--- src/rtl/network_tx_arbiter_pkg.sv ---
// Shared types and defaults for the serial-link transmit arbiter.
package network_tx_arbiter_pkg;

  // Payload mux select presented to the serial sender.
  typedef enum logic [1:0] {
    SEL_NONE = 2'd0,
    SEL_ACK  = 2'd1,
    SEL_DATA = 2'd2
  } tx_sel_t;

  // Arbiter FSM states.
  typedef enum logic [1:0] {
    ST_IDLE      = 2'd0,
    ST_SEND_ACK  = 2'd1,
    ST_SEND_DATA = 2'd2,
    ST_GAP       = 2'd3
  } arb_state_t;

  localparam int DEFAULT_GAP_CYCLES     = 4;
  localparam int DEFAULT_ACK_STREAK_MAX = 2;

  // Width of the gap counter and ACK streak counter (GAP_CYCLES <= 255).
  localparam int GAP_CNT_W = 8;
  localparam int STREAK_W  = 8;

endpackage

--- src/rtl/tx_gap_counter.sv ---
// Loadable down-counter with a zero flag; stops at zero.
module tx_gap_counter #(
  parameter int W = 8
) (
  input  logic         clk,
  input  logic         rst_l,
  input  logic         i_load,
  input  logic [W-1:0] i_load_val,
  input  logic         i_dec,
  output logic         o_zero
);

  logic [W-1:0] r_cnt;

  // Load takes precedence over decrement; decrement never wraps below zero.
  always_ff @(posedge clk or negedge rst_l) begin
    if (!rst_l) begin
      r_cnt <= '0;
    end else if (i_load) begin
      r_cnt <= i_load_val;
    end else if (i_dec && (r_cnt != '0)) begin
      r_cnt <= r_cnt - 1'b1;
    end
  end

  assign o_zero = (r_cnt == '0);

endmodule

--- src/rtl/network_tx_arbiter.sv ---
// Shares the serial transmitter between the ACK and data paths.
// ACK wins arbitration unless it has already taken ACK_STREAK_MAX grants
// while data was waiting; a fixed idle gap follows every packet.
module network_tx_arbiter
  import network_tx_arbiter_pkg::*;
#(
  parameter int GAP_CYCLES     = DEFAULT_GAP_CYCLES,
  parameter int ACK_STREAK_MAX = DEFAULT_ACK_STREAK_MAX
) (
  input  logic    clk,
  input  logic    rst_l,
  input  logic    game_active,
  input  logic    ack_req,
  input  logic    data_req,
  input  logic    tx_done,
  output logic    tx_start,
  output tx_sel_t tx_sel,
  output logic    tx_abort,
  output logic    ack_sent,
  output logic    data_sent,
  output logic    busy
);

  // Gap counter starts at GAP_CYCLES-1 so the GAP state lasts GAP_CYCLES cycles.
  localparam logic [GAP_CNT_W-1:0] GAP_LOAD =
    (GAP_CYCLES > 0) ? GAP_CNT_W'(GAP_CYCLES - 1) : '0;
  localparam logic [STREAK_W-1:0] STREAK_MAX = STREAK_W'(ACK_STREAK_MAX);
  // With no gap configured a finished packet returns straight to IDLE.
  localparam arb_state_t POST_SEND = (GAP_CYCLES == 0) ? ST_IDLE : ST_GAP;

  arb_state_t            r_state;
  logic                  r_ack_pend;
  logic                  r_data_pend;
  logic [STREAK_W-1:0]   r_streak;
  logic                  r_tx_start;
  tx_sel_t               r_tx_sel;
  logic                  r_tx_abort;
  logic                  r_ack_sent;
  logic                  r_data_sent;
  logic                  r_busy;

  arb_state_t            w_state_nxt;
  tx_sel_t               w_sel_nxt;
  logic                  w_ack_grant;
  logic                  w_data_grant;
  logic                  w_ack_fin;
  logic                  w_data_fin;
  logic                  w_abort;
  logic                  w_gap_load;
  logic                  w_gap_dec;
  logic                  w_gap_zero;

  tx_gap_counter #(
    .W (GAP_CNT_W)
  ) u_gap_counter (
    .clk        (clk),
    .rst_l      (rst_l),
    .i_load     (w_gap_load),
    .i_load_val (GAP_LOAD),
    .i_dec      (w_gap_dec),
    .o_zero     (w_gap_zero)
  );

  // Next-state, grant and completion decode.
  always_comb begin
    w_state_nxt  = r_state;
    w_ack_grant  = 1'b0;
    w_data_grant = 1'b0;
    w_ack_fin    = 1'b0;
    w_data_fin   = 1'b0;
    w_abort      = 1'b0;
    w_gap_load   = 1'b0;
    w_gap_dec    = 1'b0;
    case (r_state)
      ST_IDLE: begin
        if (r_ack_pend && (!r_data_pend || (r_streak < STREAK_MAX))) begin
          w_ack_grant = 1'b1;
          w_state_nxt = ST_SEND_ACK;
        end else if (r_data_pend && game_active) begin
          w_data_grant = 1'b1;
          w_state_nxt  = ST_SEND_DATA;
        end
      end
      ST_SEND_ACK: begin
        if (tx_done) begin
          w_ack_fin   = 1'b1;
          w_gap_load  = 1'b1;
          w_state_nxt = POST_SEND;
        end
      end
      ST_SEND_DATA: begin
        // A completion in the same cycle as game_active falling still counts.
        if (tx_done) begin
          w_data_fin  = 1'b1;
          w_gap_load  = 1'b1;
          w_state_nxt = POST_SEND;
        end else if (!game_active) begin
          w_abort     = 1'b1;
          w_gap_load  = 1'b1;
          w_state_nxt = POST_SEND;
        end
      end
      ST_GAP: begin
        if (w_gap_zero) begin
          w_state_nxt = ST_IDLE;
        end else begin
          w_gap_dec = 1'b1;
        end
      end
      default: w_state_nxt = ST_IDLE;
    endcase
  end

  // Payload select follows the state being entered.
  always_comb begin
    w_sel_nxt = SEL_NONE;
    if (w_state_nxt == ST_SEND_ACK) begin
      w_sel_nxt = SEL_ACK;
    end else if (w_state_nxt == ST_SEND_DATA) begin
      w_sel_nxt = SEL_DATA;
    end
  end

  // State register and request latches; a pulse on the grant cycle re-arms pend.
  always_ff @(posedge clk or negedge rst_l) begin
    if (!rst_l) begin
      r_state     <= ST_IDLE;
      r_ack_pend  <= 1'b0;
      r_data_pend <= 1'b0;
    end else begin
      r_state     <= w_state_nxt;
      r_ack_pend  <= (r_ack_pend & ~w_ack_grant) | ack_req;
      r_data_pend <= ((r_data_pend & ~w_data_grant) | data_req) & game_active;
    end
  end

  // Counts ACK grants taken while data waits; cleared once data is served or gone.
  always_ff @(posedge clk or negedge rst_l) begin
    if (!rst_l) begin
      r_streak <= '0;
    end else if (!r_data_pend || w_data_grant) begin
      r_streak <= '0;
    end else if (w_ack_grant && (r_streak < STREAK_MAX)) begin
      r_streak <= r_streak + 1'b1;
    end
  end

  // Registered outputs toward the sender and the requesting FSMs.
  always_ff @(posedge clk or negedge rst_l) begin
    if (!rst_l) begin
      r_tx_start  <= 1'b0;
      r_tx_sel    <= SEL_NONE;
      r_tx_abort  <= 1'b0;
      r_ack_sent  <= 1'b0;
      r_data_sent <= 1'b0;
      r_busy      <= 1'b0;
    end else begin
      r_tx_start  <= w_ack_grant | w_data_grant;
      r_tx_sel    <= w_sel_nxt;
      r_tx_abort  <= w_abort;
      r_ack_sent  <= w_ack_fin;
      r_data_sent <= w_data_fin;
      r_busy      <= (w_state_nxt != ST_IDLE);
    end
  end

  assign tx_start  = r_tx_start;
  assign tx_sel    = r_tx_sel;
  assign tx_abort  = r_tx_abort;
  assign ack_sent  = r_ack_sent;
  assign data_sent = r_data_sent;
  assign busy      = r_busy;

endmodule

--- config.mk ---
export PLATFORM = sky130hd
export DESIGN_NAME = network_tx_arbiter
export DESIGN_NICKNAME = d
export VERILOG_FILES = /design/src/rtl/network_tx_arbiter_pkg.sv /design/src/rtl/tx_gap_counter.sv /design/src/rtl/network_tx_arbiter.sv
export SDC_FILE = /design/constraint.sdc
export NUM_CORES = 1
export LEC_CHECK = 0
export ABC_AREA = 0
export CAP_MARGIN = 20
export CORE_MARGIN = 2
export CORE_UTILIZATION = 45
export CTS_CLUSTER_SIZE = 20
export DETAILED_ROUTE_END_ITERATION = 8
export GPL_ROUTABILITY_DRIVEN = 0
export PLACE_DENSITY = 0.64
export SYNTH_ARGS = -nofsm -noshare
export SYNTH_HDL_FRONTEND = slang
export SYNTH_SLANG_ARGS = --single-unit
--- constraint.sdc ---
create_clock -name clk -period 5.85 [get_ports clk]
set_clock_uncertainty 0.15 [all_clocks]
set_input_delay 0.8775 -clock clk [delete_from_list [all_inputs] [get_ports clk]]
set_output_delay 0.8775 -clock clk [all_outputs]
set_load 0.01 [all_outputs]
==> reports/metrics.cfg <==
[yosys]
yosysWarningCount = 0
mappedNetlistNets = 140
synth_xor_area_frac = 0.03167
synth_compound_gate_area_share = 0.1837
post_synthesis_simple_gate_area_fraction = 0.1946
synth.cell_area_mm2 = 0.001383
synth_edf_count = 0
synth_flop_cell = sky130_fd_sc_hd__dfrtp_1
synth_top_family_by_area = simple AND/OR/NAND/NOR gates
synthArstFlopShare = 1.000
synth_adder_area_share = 0.07240
synth_seq_cells = 27
synth.distinct_cells = 44
synthMuxAreaShare = 0.007240
avgSynthCellArea_um2 = 10.97
yosysSeqAreaShare = 0.4887
post_synth_inst_count = 126

[timing]
final-setup-viol-count = 0
fin_crit_ps = 2358
worst_slew_margin_rel = 0.5889
min_period_over_period = 0.4032
timing.fmax_ghz = 0.4240
setup_slack_ps = 3492
final-hold-violation-count = 0
timing_worst_slew_pin_value_ps = 615.4
final.setup.tns_ps = 0
rsz0062_at_grt = no
max_slew_violation_count = 0

[detailed_routing]
post_route_wl_mm = 2.441
drtIter0Drc = 42
drt_pass1_iterations = 4
via_count = 958
drt-vias-per-instance = 5.506
ant_nets = 0
post_dr_wirelength_cell_um = 14.03
post-route-drc-count = 0

[floorplanning]
start_util = 0.4643
floorplan.die.height_um = 59.43
fp-row-count = 20
die_w_um = 59.43
num_io_pins = 13
die_footprint_mm2 = 0.003532
core_area_mm2 = 0.002978

[clock_network]
cts_tree = yes
cts_num_sinks = 27
clk_transition_reported_paths_ps = 150
ctsResizeCount = 0
tritoncts.num_buffers = 3
cts.hold.buffers_added = 0
clock-root-buffer = sky130_fd_sc_hd__clkbuf_4
cts_buffer_depth = 2
cts.repair_timing.setup_buffer_count = 0
htree_num_levels = 1
clkLatencyLatePin_ps = 320

[placement]
placement_stage_worst_setup_slack_ps = 3156
dp_hpwl_mm = 1.801
placement.io_buffers = 12

[cells_and_area]
nNetsFinal = 156
insertedDiodeCount = 0
drive_above_1_share = 0.1064
syn_to_final_growth_pct = 13.85
layout.core_utilization = 0.5286

[worst_setup_path]
critPathRequiredTime_ps = 5920
worst-path-max-fanout = 9
worst_ep_arrival_time_ps = 2430
path_cells = clkdlybuf4s50_1 > nand2b_1 > a211oi_1 > a211oi_2 > or3_1
end_kind = flip-flop
worstReg2RegEnd = busy
reg2reg_depth = 6
critPathLaunchType = input pin
worst_r2r_startpoint = u_gap_counter.r_cnt[0]
max_stage_delay_ps = 680
worst_setup_path_endpoint = busy
cp-startpoint = game_active
timing_worst_setup_path_type = in -> reg
r2r_slack_ps = 3640
critical-path-slowest-cell = sky130_fd_sc_hd__clkdlybuf4s50_1

[grt]
number_of_global_route_vias_before_repair = 946
number_of_antenna_violations_at_the_first_check_in_global_routing = 0
grt_start_max_net_pins = 28
gr_usage_total = 0.1628
grt_pass1_wl_mm = 4.305
grt_overflow = 0

[power]
cellInternalPower_mw = 0.4259
clock_power_share = 0.117
totalPowerFinal_mw = 0.7029
p_seq_frac = 0.394
power.share.combinational = 0.489
vdd_drop_max_uv = 246.9
static-leakage-power_nw = 0.7206
total_switching_power_mw = 0.2770
netSwitchingFraction = 0.3941
power.density_cell_area_mw_per_mm2 = 446.6

[hold_path]
hold_path.class = reg -> reg

[flow_run]
max_cap_viol_count = 0

[run_status]
status = finished clean

[cell usage after synthesis, drive strengths merged (4+ instances only)]
library cell,n,area (µm²)
dfrtp,27,675.7
nor2,11,41.29
a21oi,4,20.02
inv,6,22.52
o21ai,4,31.28
a31oi,4,40.04
ha,8,100.1
nand2b,4,25.02
and2,8,50.05
[power groups by stage]
stage                     Clock (mW)  Sequential [mW]  Combinational (mW)
final                         0.0824            0.277               0.344
after global routing          0.0926            0.284               0.392
after CTS                     0.0871            0.277               0.346
after detailed placement           0            0.281               0.344
after global placement             0            0.279               0.339
after floorplan                    0            0.279               0.248
[final cells by class]
cell class	instances	area, µm²
fill	264	1404
multi-input combinational	91	676.9
sequential	27	675.6
timing repair buffer	13	127.6
tap	33	41.29
clock buffer	3	22.52
inverter	6	22.52
clock inverter	1	7.507
[per-layer routing]
metal,global-route usage,routed length [µm],part of all wire
met1,0.2241,1116,0.46
met4,0.06818,19,0.0078
met2,0.2590,1229,0.50
met3,0.01965,76,0.031
met5,0,0,0
[state kept, by name, indices dropped and copies added (netlist names)]
name	flops
r_state	2
u_gap_counter.r_cnt	8
r_streak	8
r_ack_pend	1
busy	1
tx_sel	2
r_data_pend	1
ack_sent	1
tx_abort	1
data_sent	1
tx_start	1
[critical path, delay by kind of cell]
family | cells | cell delay (ps)
buffers and inverters | 1 | 680
and+or+nand+nor | 2 | 480
AOI/OAI and AO/OA | 2 | 390
[cell families (layout without fill, tap and decap cells)]
logic type      count (synthesis)  after routing
flops                          27             27
mux                             1              1
xor+xnor                        5              5
simple gates                   46             46
compound gates                 31             31
fa+ha+maj                       8              8
buf+inv                         8             23
[placed cells by master (no fill, tap or decap), types with 3 or more instances in the layout]
cell                              netlist  layout
sky130_fd_sc_hd__a31oi_1                3       3
sky130_fd_sc_hd__nand2_1                3       3
sky130_fd_sc_hd__o21ai_0                3       3
sky130_fd_sc_hd__clkbuf_4               0       3
sky130_fd_sc_hd__nor2_1                11      11
sky130_fd_sc_hd__xor2_1                 3       3
sky130_fd_sc_hd__nand2b_1               4       4
sky130_fd_sc_hd__inv_1                  6       6
sky130_fd_sc_hd__clkdlybuf4s50_1        0      12
sky130_fd_sc_hd__and2_1                 8       8
sky130_fd_sc_hd__dfrtp_1               27      27
sky130_fd_sc_hd__o21a_1                 3       3
sky130_fd_sc_hd__a21oi_1                4       4
sky130_fd_sc_hd__nor3_1                 3       3
sky130_fd_sc_hd__ha_1                   8       8
[stage by stage]
stage | std cells | instance area (µm²) | hold slack (ps)
2_1_floorplan | 126 | 1383 | 293.7
4_1_cts | 174 | 1574 | 352.1
3_5_place_dp | 170 | 1544 | 315.5
5_1_grt | 174 | 1574 | 362.1
3_3_place_gp | 170 | 1544 | 311.3
6_report | 174 | 1574 | 350.3
[worst min-delay path by stage]
stage / to / depth (start not counted) / slack (ps) / from
after floorplan: r_streak[4] / 1 / 290 / r_streak[4]
after global placement: r_streak[7] / 1 / 310 / r_streak[7]
after detailed placement: r_streak[4] / 1 / 320 / r_streak[4]
after CTS: r_streak[4] / 1 / 350 / r_streak[4]
after global routing: r_streak[4] / 1 / 360 / r_streak[4]
final: r_streak[4] / 1 / 350 / r_streak[4]
Note: power is estimated with default switching activity, not from simulation.
